==> config.mk <==
export PLATFORM = sky130hd
export DESIGN_NAME = ex_wb_stage
export DESIGN_NICKNAME = d
export VERILOG_FILES = /design/src/rtl/ex_wb_stage.sv
export SDC_FILE = /design/constraint.sdc
export NUM_CORES = 1
export LEC_CHECK = 0
export ABC_CLOCK_PERIOD_IN_PS = 1500
export BUFFER_PORTS_ARGS = -buffer_cell sky130_fd_sc_hd__buf_2
export CORE_ASPECT_RATIO = 1.75
export CORE_MARGIN = 2
export CORE_UTILIZATION = 41
export DETAILED_ROUTE_END_ITERATION = 7
export GPL_TIMING_DRIVEN = 0
export PLACE_DENSITY_LB_ADDON = 0.25
export SYNTH_ARGS = -nofsm -noshare
export SYNTH_HDL_FRONTEND = slang
export SYNTH_SLANG_ARGS = --single-unit
==> constraint.sdc <==
create_clock -name clk -period 1.5 [get_ports clk]
set_input_delay 0.3 -clock clk [delete_from_list [all_inputs] [get_ports clk]]
set_output_delay 0.3 -clock clk [all_outputs]
set_load 0.02 [all_outputs]
==> src/rtl/ex_wb_stage.sv <==
// ex_wb_stage
//   Pipeline register between the execute-stage shifter/ALU and the register
//   file writeback port. A head register plus a skid register hold up to two
//   results. This lets in_ready be a flop driven from next-state occupancy,
//   so it never depends combinationally on out_ready. Z/N/C are computed when
//   a result is captured. They commit to the architectural status register
//   when the entry is popped, and only if that instruction enables flags.
//
// Ports
//   clk, rst       rising-edge clock, synchronous active-high reset
//   in_valid       execute stage presents a result
//   in_ready       stage can accept (registered)
//   in_result      execute result
//   in_rd          destination register index
//   in_we          register-file write enable for this result
//   in_flag_en     instruction updates the status register
//   in_cout        carry / last bit shifted out
//   out_valid      head entry valid toward writeback
//   out_ready      writeback accepts the head entry
//   out_result     head result (zero while empty)
//   out_rd         head destination (zero while empty)
//   out_we         head write enable, gated by out_valid
//   fwd_valid      head is valid and writes the register file
//   fwd_rd         bypass destination (= out_rd)
//   fwd_data       bypass data (= out_result)
//   status         architectural flags {N,Z,C}
module ex_wb_stage #(
    parameter int DATA_W     = 16,
    parameter int REG_ADDR_W = 4
) (
    input  logic                  clk,
    input  logic                  rst,
    input  logic                  in_valid,
    output logic                  in_ready,
    input  logic [DATA_W-1:0]     in_result,
    input  logic [REG_ADDR_W-1:0] in_rd,
    input  logic                  in_we,
    input  logic                  in_flag_en,
    input  logic                  in_cout,
    output logic                  out_valid,
    input  logic                  out_ready,
    output logic [DATA_W-1:0]     out_result,
    output logic [REG_ADDR_W-1:0] out_rd,
    output logic                  out_we,
    output logic                  fwd_valid,
    output logic [REG_ADDR_W-1:0] fwd_rd,
    output logic [DATA_W-1:0]     fwd_data,
    output logic [2:0]            status
);

    typedef struct packed {
        logic [DATA_W-1:0]     result;
        logic [REG_ADDR_W-1:0] rd;
        logic                  we;
        logic                  flagEn;
        logic                  z;
        logic                  n;
        logic                  c;
    } entry_t;

    localparam logic [1:0] CNT_EMPTY = 2'd0;
    localparam logic [1:0] CNT_ONE   = 2'd1;
    localparam logic [1:0] CNT_FULL  = 2'd2;

    entry_t     headQ, headNext;
    entry_t     skidQ, skidNext;
    entry_t     capEntry;
    logic [1:0] cntQ, cntNext;
    logic       inReadyQ;
    logic [2:0] statusQ, statusNext;
    logic       headValid;
    logic       accept;
    logic       pop;

    assign headValid = (cntQ != CNT_EMPTY);
    assign accept    = in_valid & inReadyQ;
    assign pop       = headValid & out_ready;

    // Flags are frozen at capture so the status update at pop time needs
    // no further arithmetic on the stored result.
    always_comb begin
        capEntry        = '0;
        capEntry.result = in_result;
        capEntry.rd     = in_rd;
        capEntry.we     = in_we;
        capEntry.flagEn = in_flag_en;
        capEntry.z      = (in_result == '0);
        capEntry.n      = in_result[DATA_W-1];
        capEntry.c      = in_cout;
    end

    // Occupancy / storage next state. Input fields only reach storage on an
    // accept, so undriven inputs while in_valid=0 never land in state.
    always_comb begin
        cntNext  = cntQ;
        headNext = headQ;
        skidNext = skidQ;
        case (cntQ)
            CNT_EMPTY: begin
                if (accept) begin
                    headNext = capEntry;
                    cntNext  = CNT_ONE;
                end
            end
            CNT_ONE: begin
                if (accept && !pop) begin
                    skidNext = capEntry;
                    cntNext  = CNT_FULL;
                end else if (accept && pop) begin
                    headNext = capEntry;
                end else if (pop) begin
                    cntNext = CNT_EMPTY;
                end
            end
            CNT_FULL: begin
                // in_ready is low here, so only a pop can happen.
                if (pop) begin
                    headNext = skidQ;
                    cntNext  = CNT_ONE;
                end
            end
            default: begin
                cntNext = CNT_EMPTY;
            end
        endcase
    end

    always_comb begin
        statusNext = statusQ;
        if (pop && headQ.flagEn) begin
            statusNext = {headQ.n, headQ.z, headQ.c};
        end
    end

    always_ff @(posedge clk) begin
        if (rst) begin
            headQ    <= '0;
            skidQ    <= '0;
            cntQ     <= CNT_EMPTY;
            inReadyQ <= 1'b1;
            statusQ  <= 3'b000;
        end else begin
            headQ    <= headNext;
            skidQ    <= skidNext;
            cntQ     <= cntNext;
            inReadyQ <= (cntNext != CNT_FULL);
            statusQ  <= statusNext;
        end
    end

    // Outputs come from flops only; data is masked while empty so a stale
    // head never shows up on the writeback or bypass buses.
    assign in_ready   = inReadyQ;
    assign out_valid  = headValid;
    assign out_result = headValid ? headQ.result : '0;
    assign out_rd     = headValid ? headQ.rd : '0;
    assign out_we     = headValid & headQ.we;
    assign fwd_valid  = headValid & headQ.we;
    assign fwd_rd     = out_rd;
    assign fwd_data   = out_result;
    assign status     = statusQ;

endmodule

# After elaboration in Yosys (flattened, before gate mapping)
# Index checks and enable logic that the tools add are counted.
[word_totals]
register_bits = 56
out_inout_bits = 47
wordCells = 50
[op_classes]
eq_ne = 7
mux = 13
bitwise = 3
reduce_logical = 10
[op_table]
columns = ["cell", "n"]
rows = [
  ["25-bit two-way mux", 4],
  ["25-bit case mux with 3 select lines", 1],
  ["16-bit zero test", 1],
  ["16-bit two-way mux", 1],
  ["2-bit two-way mux", 5],
  ["2-bit != test, second input constant", 5],
  ["2-bit case mux with 3 select lines", 1],
  ["5-bit AND reduction", 1],
  ["4-bit two-way mux", 1],
  ["1-bit bitwise AND", 3],
  ["1-bit logical AND", 3],
  ["3-bit nonzero test", 1],
  ["2-bit by 1-bit equality test with 1-bit output, second input constant", 1],
  ["2-bit equality test, second input constant", 1],
  ["2-bit zero test", 1],
  ["2-bit AND reduction", 1],
  ["2-bit nonzero test", 1],
  ["1-bit zero test", 1],
]

# Longest topological paths before layout
[logic_depth]
word_depth = 7
mapped_depth = 6
depth_no_buf = 4

# Least setup slack after synthesis
# Ideal clock, no wire load.
[synth_timing]
kind = "register -> output"
from = "register cntQ[1]"
to = "output port out_rd[0]"
t_arrival_ns = 1.460
path_slack_ns = -0.260
stages_incl_launch_ff = 6
n_path_buf = 3
path_cell_list = "dfxtp_1 clkbuf_8 or2_2 clkbuf_1 and2_1 buf_4"
[synth_via]
elab_chain_cells = 2
[synth_lines]
columns = ["element", "line", "source"]
rows = [
  ["from (decl)", "68", "logic [1:0] cntQ, cntNext;"],
  ["from (signal assigned)", "145", "cntQ <= cntNext;"],
  ["2-bit nonzero test", "75", "assign headValid = (cntQ != CNT_EMPTY);"],
  ["net out_valid", "40", "output logic out_valid,"],
  ["4-bit two-way mux", "156", "assign out_rd = headValid ? headQ.rd : '0;"],
  ["to (decl)", "43", "output logic [REG_ADDR_W-1:0] out_rd,"],
]
# The timed path passes the listed nets, and every way through them passes these cells.

# Final worst setup path
[layout_timing]
from = "register cntQ[0]"
to = "output port out_result[2]"
[layout_via]
elab_chain_cells = 2
[layout_lines]
columns = ["element", "line", "source"]
rows = [
  ["2-bit nonzero test", "75", ""],
  ["16-bit two-way mux", "155", "assign out_result = headValid ? headQ.result : '0;"],
  ["to (decl)", "42", "output logic [DATA_W-1:0] out_result,"],
]
# No other way between the ends.

==> impl_metrics.csv <==
group,metric,value,unit
outcome,run_status,"finished, violations left",
outcome,violations,"negative setup slack",
sta,fin_crit_sh,120,%
clock_tree,cts_sinks,54,
floorplan,initial_utilization,42.2,%
global_route,first_global_vias,2237,
power,finalPower,3.81,mW
critical_path,arrival,1500,ps
synthesis,ys_types,34,
clock_tree,cts.clk_slew.worst_paths,70,ps
synthesis,synth_area_leaders,"dfxtp_1 (39%), mux2i_1 (10%), a211oi_2 (9.1%)",
placed_design,pre_cts_slack,-152,ps
sta,slew_violations,0,
sta,finalSetupViolCount,44,
global_route,grt_max_degree,16,
synthesis,synth_nets,318,
synthesis,ys_ff_latch,54,
critical_path,critPathTopFamily,"simple AND/OR/NAND/NOR gates",
placed_design,gp_congestion,0.769,
placed_design,place_inst,445,
synthesis,synth_area_per_cell,9.42,µm²
clock_tree,cts_buffer_depth,2,
finish,multi_input_area,1360,µm²
clock_tree,insertion_delay,290,ps
sta,worst_pin_slew,777,ps
critical_path,cp_max_fo,6,
synthesis,synth-edff-count,0,
power,clock_power_share,34.0,%
critical_path,cp-start-kind,"flip-flop",
clock_tree,cts_tree,"built",
synthesis,synthFlopType,"dfxtp_1",
detailed_routing,drcViolationCount,0,
finish,final_cells,463,
detailed_routing,initialDrtViolationCount,68,
clock_tree,htreeDepth,2,
clock_tree,cts_inserted_buffers,5,
global_route,grt_pass1_wl,11100,µm
placed_design,dp_hpwl,4760,µm
critical_path,cp_common_cell,"buf_6",
finish,fillers,558,
synthesis,yosys-top-cells-count,"dfxtp_1 (54), nand2_1 (44), mux2i_1 (28), nor2_1 (28), a21oi_1 (24)",
synthesis,synthCells,291,
synthesis,synthArstFlopShare,0,%
critical_path,cp_num_buf_inv,3,
finish,regArea,1090,µm²
detailed_routing,antenna_left,0,
power,ir_drop,786,µV
synthesis,synth_top_area_share,39.4,%
clock_tree,cts_hold_buf,0,
worst_hold_path,holdCritPathClass,"input pin to flip-flop",
global_route,antenna_found_initial,0,
sta,max_freq,0.555,GHz
sta,hold_violations,0,
floorplan,core_area,6490,µm²
sta,rsz0062_at_grt,"yes",
floorplan,die_h,112,µm
detailed_routing,wl,7240,µm
finish,final_util,61.9,%
sta,fin_ws,-301,ps
critical_path,r2r_setup_slack,-20,ps
power,switchingPower,1.00,mW
placed_design,io_buffers,72,
sta,min_period,1800,ps
floorplan,num_io_pins,74,
power,p_int,2.81,mW
critical_path,cp.required,1200,ps
floorplan,die_area,7380,µm²
floorplan,rows,39,
finish,insertedDiodeCount,0,
global_route,grt_overflow,0,
synthesis,yosysSeqAreaShare,39.4,%
synthesis,synth_most_common_cell,"dfxtp_1",
critical_path,slowest_stage,"dfxtp_4",
critical_path,path_class,"flip-flop to output pin",
sta,max_slew_margin,48.2,%
power,power_density,948,nW/µm²
detailed_routing,vias_per_cell,5.02,
finish,area_growth,46.6,%
detailed_routing,wl_per_cell,15.6,µm
clock_tree,clock-root-buffer,"clkbuf_16",
sta,finClkSkew,5.37,ps
critical_path,cp-end-kind,"output pin",
floorplan,dieWidth,65.8,µm
detailed_routing,vias,2326,
power,swShare,26.3,%
power,power_frac_seq,41.1,%
synthesis,ys.warnings.count,0,
critical_path,max_stage_delay,340,ps
synthesis,synth_top_area_cell,"dfxtp_1",
critical_path,cp_cell_sequence,"or2_4, clkbuf_16, and2_4, buf_6, buf_6",
run,drv_cap,0,
power,p_leak,1.84,nW
detailed_routing,dr.pass1.iters,6,
power,combPwrFrac,24.9,%
global_route,grt.total_usage,19.6,%
finish,drive_above_1_share,48.6,%
synthesis,synthesis.area,2740,µm²
finish,layout.nets,407,
## state kept, by name, summed over array words and instances (netlist names)
register  flops
headQ        24
status        3
in_ready      1
cntQ          2
skidQ        24
## final cells by class
| class | instances | area share (%) |
|---|---|---|
| Multi-Input combinational cell | 193 | 33.9 |
| Sequential cell | 54 | 27.0 |
| Timing Repair Buffer | 83 | 19.4 |
| Buffer | 42 | 12.9 |
| Clock buffer | 7 | 3.30 |
| Tap cell | 82 | 2.55 |
| Clock inverter | 1 | 0.747 |
| Inverter | 1 | 0.0934 |
## worst paths after layout
path                                from       endpoint  cells after the start
worst max-delay path             cntQ[0]  out_result[2]                      5
worst min-delay path                 rst      headQ[12]                      2
worst max register to register   cntQ[0]       headQ[9]                      7
worst min register to register  skidQ[7]       skidQ[7]                      2
## layer usage
metal / routed length, µm / track usage (%) / share of wire [%] / vias to the layer above
li1: - / - / - / 1139
met1: 2760 / 21.5 / 38 / 1113
met2: 4110 / 37.6 / 57 / 65
met3: 259 / 2.30 / 3.6 / 9
met4: 108 / 5.83 / 1.5 / 0
met5: 0 / 0 / 0 / -
## timing repair
action,CTS,global route
endpoints found under the setup margin,44,85
pin swaps,23,12
buffers inserted,5,2
cloned,4,1
resized for setup,117,11
hold endpoints to repair,0,0
## power groups by stage
stage / Sequential [mW] / Clock [mW] / Combinational, mW
3_5_place_dp: 1.60 / 0 / 0.715
4_1_cts: 1.57 / 1.30 / 0.896
5_1_grt: 1.57 / 1.37 / 1.01
2_1_floorplan: 1.59 / 0 / 0.524
6_report: 1.56 / 1.30 / 0.948
3_3_place_gp: 1.60 / 0 / 0.706
## cell usage in the layout (no fill, tap or decap), drive strengths merged
cell	n
buf	115
dfxtp	54
nand2	50
nor2	28
mux2i	28
a21oi	24
a211oi	24
and2	21
clkbuf	15
nor4	4
nand2b	2
or2	1
nor3	1
or3	1
dlymetal6s2s	1
nor2b	1
o21a	1
o22a	1
nand3	1
nand3b	1
o31ai	1
and4	1
dlygate4sd1	1
nand4b	1
a211o	1
inv	1
bufinv	1
## cell families (layout without fill, tap and decap cells)
group | after synthesis | in the layout | synth area share (%)
AOI/OAI and AO/OA | 52 | 52 | 16.3
buffers and inverters | 44 | 134 | 13.7
and+or+nand+nor | 113 | 113 | 20.3
DFF | 54 | 54 | 39.4
muxes | 28 | 28 | 10.2
## through the flow
stage               instance area [µm²]  hold slack [ps]  setup TNS, ps
floorplan                          2830              411              0
global placement                   3290              441          -2590
detailed placement                 3290              448          -3220
CTS                                3940              231         -14870
global route                       4020              232         -11720
finish                             4020              229          -9800
## worst reg2reg max path, cell delays in order (launching register included)
cell      delay, ps
dfxtp_4         340
buf_4           150
nor2b_4         140
o31ai_4         250
buf_6           170
buf_12          120
nor2_1           60
a211oi_2        200
Note: power is estimated with default switching activity, not from simulation.
